===== config.mk =====
export PLATFORM = sky130hd
export DESIGN_NAME = fractal_frame_sequencer
export DESIGN_NICKNAME = d
export VERILOG_FILES = /design/src/rtl/fractal_seq_pkg.sv /design/src/rtl/fractal_param_shadow.sv /design/src/rtl/fractal_frame_sequencer.sv
export SDC_FILE = /design/constraint.sdc
export NUM_CORES = 1
export LEC_CHECK = 0
export ABC_AREA = 1
export BUFFER_PORTS_ARGS = -buffer_cell sky130_fd_sc_hd__buf_2
export CAP_MARGIN = 20
export CORE_AREA = 2 2 193 195
export CTS_CLUSTER_SIZE = 20
export DETAILED_ROUTE_END_ITERATION = 10
export DIE_AREA = 0 0 195 197
export GPL_TIMING_DRIVEN = 1
export HOLD_SLACK_MARGIN = 0.05
export PLACE_DENSITY = 0.76
export SLEW_MARGIN = 0
export SYNTH_ARGS = -nofsm -noshare
export SYNTH_HDL_FRONTEND = slang
export SYNTH_HIERARCHICAL = 1
export SYNTH_SLANG_ARGS = --single-unit

===== constraint.sdc =====
create_clock -name aclk -period 2.3 [get_ports aclk]
set_clock_uncertainty 0.1 [all_clocks]
set_input_delay 0.46 -clock aclk [delete_from_list [all_inputs] [get_ports aclk]]
set_output_delay 0.46 -clock aclk [all_outputs]
set_load 0.02 [all_outputs]

===== src/rtl/fractal_seq_pkg.sv =====
// Shared types and widths for the fractal frame sequencer.
// Imported by the sequencer top and its parameter shadow.
package fractal_seq_pkg;

    localparam int PARAM_W = 32;
    localparam int MODE_W  = 4;
    localparam int LINE_W  = 16;

    typedef enum logic [1:0] {
        ST_IDLE  = 2'd0,
        ST_LOAD  = 2'd1,
        ST_RUN   = 2'd2,
        ST_FLUSH = 2'd3
    } state_e;

endpackage


===== src/rtl/fractal_param_shadow.sv =====
// Active generator parameters plus the pending-commit flag.
// Updated only when the sequencer strobes i_load in its LOAD cycle.
module fractal_param_shadow
    import fractal_seq_pkg::*;
(
    input  logic               i_clk,
    input  logic               i_rst,
    input  logic               i_commit,
    input  logic               i_load,
    input  logic               i_animate,
    input  logic [PARAM_W-1:0] i_cfg_x0,
    input  logic [PARAM_W-1:0] i_cfg_y0,
    input  logic [PARAM_W-1:0] i_cfg_dx,
    input  logic [PARAM_W-1:0] i_cfg_dy,
    input  logic [PARAM_W-1:0] i_cfg_cr,
    input  logic [PARAM_W-1:0] i_cfg_ci,
    input  logic [PARAM_W-1:0] i_cfg_cr_step,
    input  logic [PARAM_W-1:0] i_cfg_ci_step,
    input  logic [MODE_W-1:0]  i_cfg_mode,
    output logic [PARAM_W-1:0] o_x0,
    output logic [PARAM_W-1:0] o_y0,
    output logic [PARAM_W-1:0] o_dx,
    output logic [PARAM_W-1:0] o_dy,
    output logic [PARAM_W-1:0] o_cr,
    output logic [PARAM_W-1:0] o_ci,
    output logic [MODE_W-1:0]  o_mode
);

    logic               r_pending;
    logic [PARAM_W-1:0] r_x0, r_y0, r_dx, r_dy, r_cr, r_ci;
    logic [MODE_W-1:0]  r_mode;
    logic               w_take;

    // A commit landing in the LOAD cycle itself is taken immediately
    assign w_take = r_pending | i_commit;

    always_ff @(posedge i_clk) begin
        if (i_rst) begin
            r_pending <= 1'b0;
            r_x0      <= '0;
            r_y0      <= '0;
            r_dx      <= '0;
            r_dy      <= '0;
            r_cr      <= '0;
            r_ci      <= '0;
            r_mode    <= '0;
        end else if (i_load) begin
            r_pending <= 1'b0;
            if (w_take) begin
                r_x0   <= i_cfg_x0;
                r_y0   <= i_cfg_y0;
                r_dx   <= i_cfg_dx;
                r_dy   <= i_cfg_dy;
                r_cr   <= i_cfg_cr;
                r_ci   <= i_cfg_ci;
                r_mode <= i_cfg_mode;
            end else if (i_animate) begin
                r_cr <= r_cr + i_cfg_cr_step;
                r_ci <= r_ci + i_cfg_ci_step;
            end
        end else if (i_commit) begin
            r_pending <= 1'b1;
        end
    end

    assign o_x0   = r_x0;
    assign o_y0   = r_y0;
    assign o_dx   = r_dx;
    assign o_dy   = r_dy;
    assign o_cr   = r_cr;
    assign o_ci   = r_ci;
    assign o_mode = r_mode;

endmodule


===== src/rtl/fractal_frame_sequencer.sv =====
// Frame-level controller: stages parameters between frames and
// sequences the generator reset through load, run and flush.
module fractal_frame_sequencer
    import fractal_seq_pkg::*;
#(
    parameter int HEIGHT       = 1080,
    parameter int FLUSH_CYCLES = 4
) (
    input  logic               aclk,
    input  logic               areset,
    input  logic               ctrl_run,
    input  logic               ctrl_single,
    input  logic               ctrl_animate,
    input  logic               cfg_commit,
    input  logic [PARAM_W-1:0] cfg_x0,
    input  logic [PARAM_W-1:0] cfg_y0,
    input  logic [PARAM_W-1:0] cfg_dx,
    input  logic [PARAM_W-1:0] cfg_dy,
    input  logic [PARAM_W-1:0] cfg_cr,
    input  logic [PARAM_W-1:0] cfg_ci,
    input  logic [PARAM_W-1:0] cfg_cr_step,
    input  logic [PARAM_W-1:0] cfg_ci_step,
    input  logic [MODE_W-1:0]  cfg_mode,
    input  logic               gen_data_enable,
    input  logic               gen_line_end,
    output logic               gen_resetn,
    output logic [PARAM_W-1:0] act_x0,
    output logic [PARAM_W-1:0] act_y0,
    output logic [PARAM_W-1:0] act_dx,
    output logic [PARAM_W-1:0] act_dy,
    output logic [PARAM_W-1:0] act_cr,
    output logic [PARAM_W-1:0] act_ci,
    output logic [MODE_W-1:0]  act_mode,
    output logic               frame_done,
    output logic [31:0]        frame_count,
    output logic               busy
);

    localparam logic [LINE_W-1:0] LINE_LAST  = LINE_W'(HEIGHT - 1);
    localparam logic [LINE_W-1:0] FLUSH_LAST = LINE_W'(FLUSH_CYCLES - 1);

    state_e             r_state;
    state_e             w_state_nxt;
    logic [LINE_W-1:0]  r_line_cnt;
    logic [LINE_W-1:0]  r_flush_cnt;
    logic               r_single_req;
    logic [31:0]        r_frame_count;
    logic               r_frame_done;
    logic               r_gen_resetn;
    logic               r_busy;

    logic               w_go;
    logic               w_line;
    logic               w_last;
    logic               w_flush_end;
    logic               w_load;

    assign w_go        = ctrl_run | r_single_req | ctrl_single;
    assign w_line      = gen_data_enable & gen_line_end;
    assign w_last      = (r_state == ST_RUN) & w_line
                         & (r_line_cnt == LINE_LAST);
    assign w_flush_end = (r_state == ST_FLUSH)
                         & (r_flush_cnt == FLUSH_LAST);
    assign w_load      = (r_state == ST_LOAD);

    always_comb begin
        w_state_nxt = r_state;
        unique case (r_state)
            ST_IDLE:  if (w_go) w_state_nxt = ST_LOAD;
            ST_LOAD:  w_state_nxt = ST_RUN;
            ST_RUN:   if (w_last) w_state_nxt = ST_FLUSH;
            ST_FLUSH: if (w_flush_end)
                          w_state_nxt = w_go ? ST_LOAD : ST_IDLE;
        endcase
    end

    // Status outputs are registered from the next state so they line
    // up with the state register rather than lagging it.
    always_ff @(posedge aclk) begin
        if (areset) begin
            r_state       <= ST_IDLE;
            r_line_cnt    <= '0;
            r_flush_cnt   <= '0;
            r_single_req  <= 1'b0;
            r_frame_count <= '0;
            r_frame_done  <= 1'b0;
            r_gen_resetn  <= 1'b0;
            r_busy        <= 1'b0;
        end else begin
            r_state      <= w_state_nxt;
            r_gen_resetn <= (w_state_nxt == ST_RUN);
            r_busy       <= (w_state_nxt != ST_IDLE);
            r_frame_done <= w_last;
            if (w_last)
                r_frame_count <= r_frame_count + 32'd1;
            if (w_state_nxt == ST_LOAD)
                r_single_req <= 1'b0;
            else if (ctrl_single)
                r_single_req <= 1'b1;
            if (w_load)
                r_line_cnt <= '0;
            else if ((r_state == ST_RUN) && w_line)
                r_line_cnt <= r_line_cnt + 1'b1;
            if (r_state == ST_FLUSH)
                r_flush_cnt <= r_flush_cnt + 1'b1;
            else
                r_flush_cnt <= '0;
        end
    end

    fractal_param_shadow u_shadow (
        .i_clk         (aclk),
        .i_rst         (areset),
        .i_commit      (cfg_commit),
        .i_load        (w_load),
        .i_animate     (ctrl_animate),
        .i_cfg_x0      (cfg_x0),
        .i_cfg_y0      (cfg_y0),
        .i_cfg_dx      (cfg_dx),
        .i_cfg_dy      (cfg_dy),
        .i_cfg_cr      (cfg_cr),
        .i_cfg_ci      (cfg_ci),
        .i_cfg_cr_step (cfg_cr_step),
        .i_cfg_ci_step (cfg_ci_step),
        .i_cfg_mode    (cfg_mode),
        .o_x0          (act_x0),
        .o_y0          (act_y0),
        .o_dx          (act_dx),
        .o_dy          (act_dy),
        .o_cr          (act_cr),
        .o_ci          (act_ci),
        .o_mode        (act_mode)
    );

    assign gen_resetn  = r_gen_resetn;
    assign frame_done  = r_frame_done;
    assign frame_count = r_frame_count;
    assign busy        = r_busy;

endmodule

==> summary.txt <==
Status
  – Status: complete, no violations

Global route
  – Initial antenna violation count: 7
  – GRT met2 Usage: 49.59%
  – Aggregate global routing overflow: 0
  – GRT Max-Usage Layer: met2
  – Largest net degree at the start of global routing: 104
  – Vias in the first global route: 17950
  – Met3 Use GR: 5.955%
  – Met1 Use GR: 35.16%
  – First-pass GRT wire length: 90600 um
  – GRT Overall Usage: 28.96%

Synth
  – Synth cell types: 42
  – Multiplexer share of the synthesized area: 0%
  – Post-Syn Instances: 2622
  – Netlist Area Pre-Place: 16210 sq um
  – Complex-gate fraction of the synthesized area: 12.47%
  – Area leader, netlist: dfxtp_1
  – Post-Synth Adder-Cell Area: 5.264%
  – Seq/Total Area, Yosys: 32.98%
  – Post-Syn Area per Cell: 6.182 sq um
  – Post-synthesis simple-gate area fraction: 37.90%
  – #FFs+latches synth: 267
  – Largest family of logic cells by synthesized area: simple AND/OR/NAND/NOR gates
  – Warnings, synthesis: 6
  – Syn nets: 2957
  – Top post-synthesis cells by area: dfxtp_1 (33%), nand2_1 (16%), nor2_1 (12%), inv_1 (7.0%), o21ai_0 (5.1%)
  – Synth Area in XOR/XNOR: 1.621%
  – Area share of the largest cell type after synthesis: 32.98%

Clocking
  – H-Tree Depth: 1
  – Clock tree buffer depth: 3
  – CTS Sinks: 267
  – CTS tree: done
  – Clock-pin slew on the worst setup and hold paths: 60 ps
  – Clk_lat worst skew: 580 ps
  – Root buffer cell: clkbuf_16
  – Num CTS Buffers: 31

Timing
  – Max-slew headroom: 59.88%
  – Fmax: 453.6 MHz
  – Slew at the pin closest to its max-slew limit: 601.9 ps
  – Slew Viols, Final: 0
  – Final hold vios: 0
  – RSZ-0062 raised after global routing: false
  – Final period util: 95.85%
  – Minimum clock period: 2205 ps
  – Count of final setup violators: 0

Floorplanning
  – Core Footprint: 36260 sq um
  – Die width: 195 um
  – Boundary Pins: 499
  – Die area: 38420 sq um
  – Row Count: 70
  – Initial core utilization: 44.70%
  – DIE HEIGHT: 197 um

Cells and area
  – Area Overhead vs Synth: 29.70%
  – Post-route insts no fill: 3669
  – Filler cells: 3439
  – Fin area: 21020 sq um
  – Share of cells above drive strength 1: 22.63%
  – Nets: 3511

Placed design
  – Area after DPL: 19350 sq um
  – Cells after DPL: 3552
  – Placer Congestion: 0.9528
  – IO buf count: 498
  – DP HPWL: 44750 um

Routing
  – Vias per inst: 5.130
  – Starting DRT DRC Count: 1305
  – TritonRoute pass-1 iters: 8
  – Final WL: 58090 um
  – Wire per inst: 15.83 um
  – Post-route ant nets: 0
  – Via count: 18820
  – DRC: 0

Setup path
  – CP endpoint kind: register
  – Setup crit start: r_state[0]
  – CP Class: register to register
  – Critical Path RT: 2680 ps
  – Crit path max fanout: 66
  – Worst r2r path cells: 9
  – CP startpoint kind: register
  – R2R Path End: u_shadow/o_cr[31]
  – Reg-to-reg startpoint: r_state[0]
  – Worst setup endpoint: u_shadow/o_cr[31]
  – WP data arrival: 2580 ps
  – R2R setup slack: 100 ps

Pwr
  – PwrDens: 726.3 nW/um^2
  – Tot Pwr: 0.01527 W
  – Leakage: 10.88 nW
  – Peak VDD IR: 0.0005132 V

Flow run
  – Max-cap violation count: 0

Min path
  – Min-delay worst type: input port to register
[logic make-up (layout without fill, tap and decap cells)]
family | after synthesis | after routing
AND/OR/NAND/NOR | 1468 | 1468
buffers and inverters | 404 | 977
AO/OA/AOI/OAI | 386 | 386
flip-flops | 267 | 267
adder cells (fa/ha/maj) | 67 | 67
XOR/XNOR | 30 | 30
other | 0 | 6
[synthesized netlist by cell type (all sizes together)]
library cell,count
nand3b,2
nand4,28
ha,65
fa,2
inv,319
nor4,1
nor3,29
xor2,27
or2,5
o31ai,1
a211oi,1
o21ai,190
xnor2,3
nand2,734
a21oi,179
o21bai,6
nor2,537
and2,3
nand3,129
a31oi,5
dfxtp,267
o21a,2
buf,41
a21o,2
clkbuf,44
[metrics by stage]
stage	hold slack, ps	setup slack, ps	utilization [%]	setup TNS, ps
CTS	50.01	125.6	57.85	0
global placement	328.9	-134.5	53.37	-782.7
floorplan	317.4	233.0	-	0
global route	53.36	3.485	57.97	0
detailed placement	345.0	-136.1	53.37	-1336
finish	74.80	95.38	57.98	0
[cells in the final DEF (no fill, tap or decap), types with 24 or more instances in the layout]
master         synthesis  final
dfxtp_1              267    265
a21oi_1              165    165
dlygate4sd3_1          0     59
nor2_1               507    507
buf_4                  1     43
o21ai_1               24     24
xor2_1                27     27
inv_1                301    300
ha_1                  65     62
nor2_2                24     24
clkbuf_16              0     31
nand2_1              703    702
buf_2                 36    498
nand4_1               28     28
nand3_1              110    109
nand2_2               31     31
o21ai_0              166    166
[critical path, cell delays in order (launching register included)]
cell	delay [ps]
dfxtp_1	340
inv_1	70
nor2_1	360
nand2_4	310
nand2_2	160
inv_2	60
buf_12	180
nor2_1	270
nand2_2	90
a21oi_2	110
[power breakdown]
part	leakage (nW)	internal (W)	switching (W)	total (W)
logic	8.20	0.00170	0.00313	0.00483
clock network	0.504	0.00309	0.00198	0.00507
registers	2.18	0.00507	0.000298	0.00537
[worst min path at each step]
stage,start,end,slack [ps],cells past startpoint
6_report,cfg_x0[15],u_shadow/o_x0[15],70,3
5_1_grt,cfg_x0[15],u_shadow/o_x0[15],50,3
4_1_cts,cfg_dy[10],u_shadow/o_dy[10],50,3
3_5_place_dp,r_flush_cnt[0],r_flush_cnt[0],350,1
3_3_place_gp,r_flush_cnt[0],r_flush_cnt[0],330,1
2_1_floorplan,r_flush_cnt[0],r_flush_cnt[0],320,1
[state kept, by name (all words and copies together), names as in the netlist]
signal	count
u_shadow/o_dx	32
gen_resetn	1
r_flush_cnt	16
u_shadow/o_dy	32
u_shadow/o_y0	32
u_shadow/o_x0	32
r_single_req	1
frame_done	1
u_shadow/o_cr	32
u_shadow/o_mode	4
r_line_cnt	16
u_shadow/r_pending	1
frame_count	32
busy	1
u_shadow/o_ci	32
r_state	2
[area by class of cell]
cell class	count	area (sq um)	area share, %
multi-input cells	1951	9313	44.30
clock buffers	44	884.6	4.208
repair buffers	606	3526	16.77
diodes	6	15.01	0.07142
flip-flops and latches	267	5348	25.44
clock inverters	8	148.9	0.7082
inverters	319	1202	5.720
well taps	468	585.6	2.785
[routing by layer]
metal / vias up / wire length (um) / share of wire, %
li1: 9371 / - / -
met1: 8515 / 23430 / 40
met2: 794 / 27480 / 47
met3: 140 / 4822 / 8.3
met4: 2 / 2348 / 4.0
met5: - / 12 / 0.021
[repair_timing]
| action | CTS | global route |
|---|---|---|
| hold endpoints to repair | 59 | 0 |
| gates resized for setup | 0 | 8 |
| hold buffers | 59 | 0 |
| endpoints found under the setup margin | 0 | 5 |
| buffers inserted | 0 | 0 |
No activity file was read; power rests on OpenSTA's default activity.
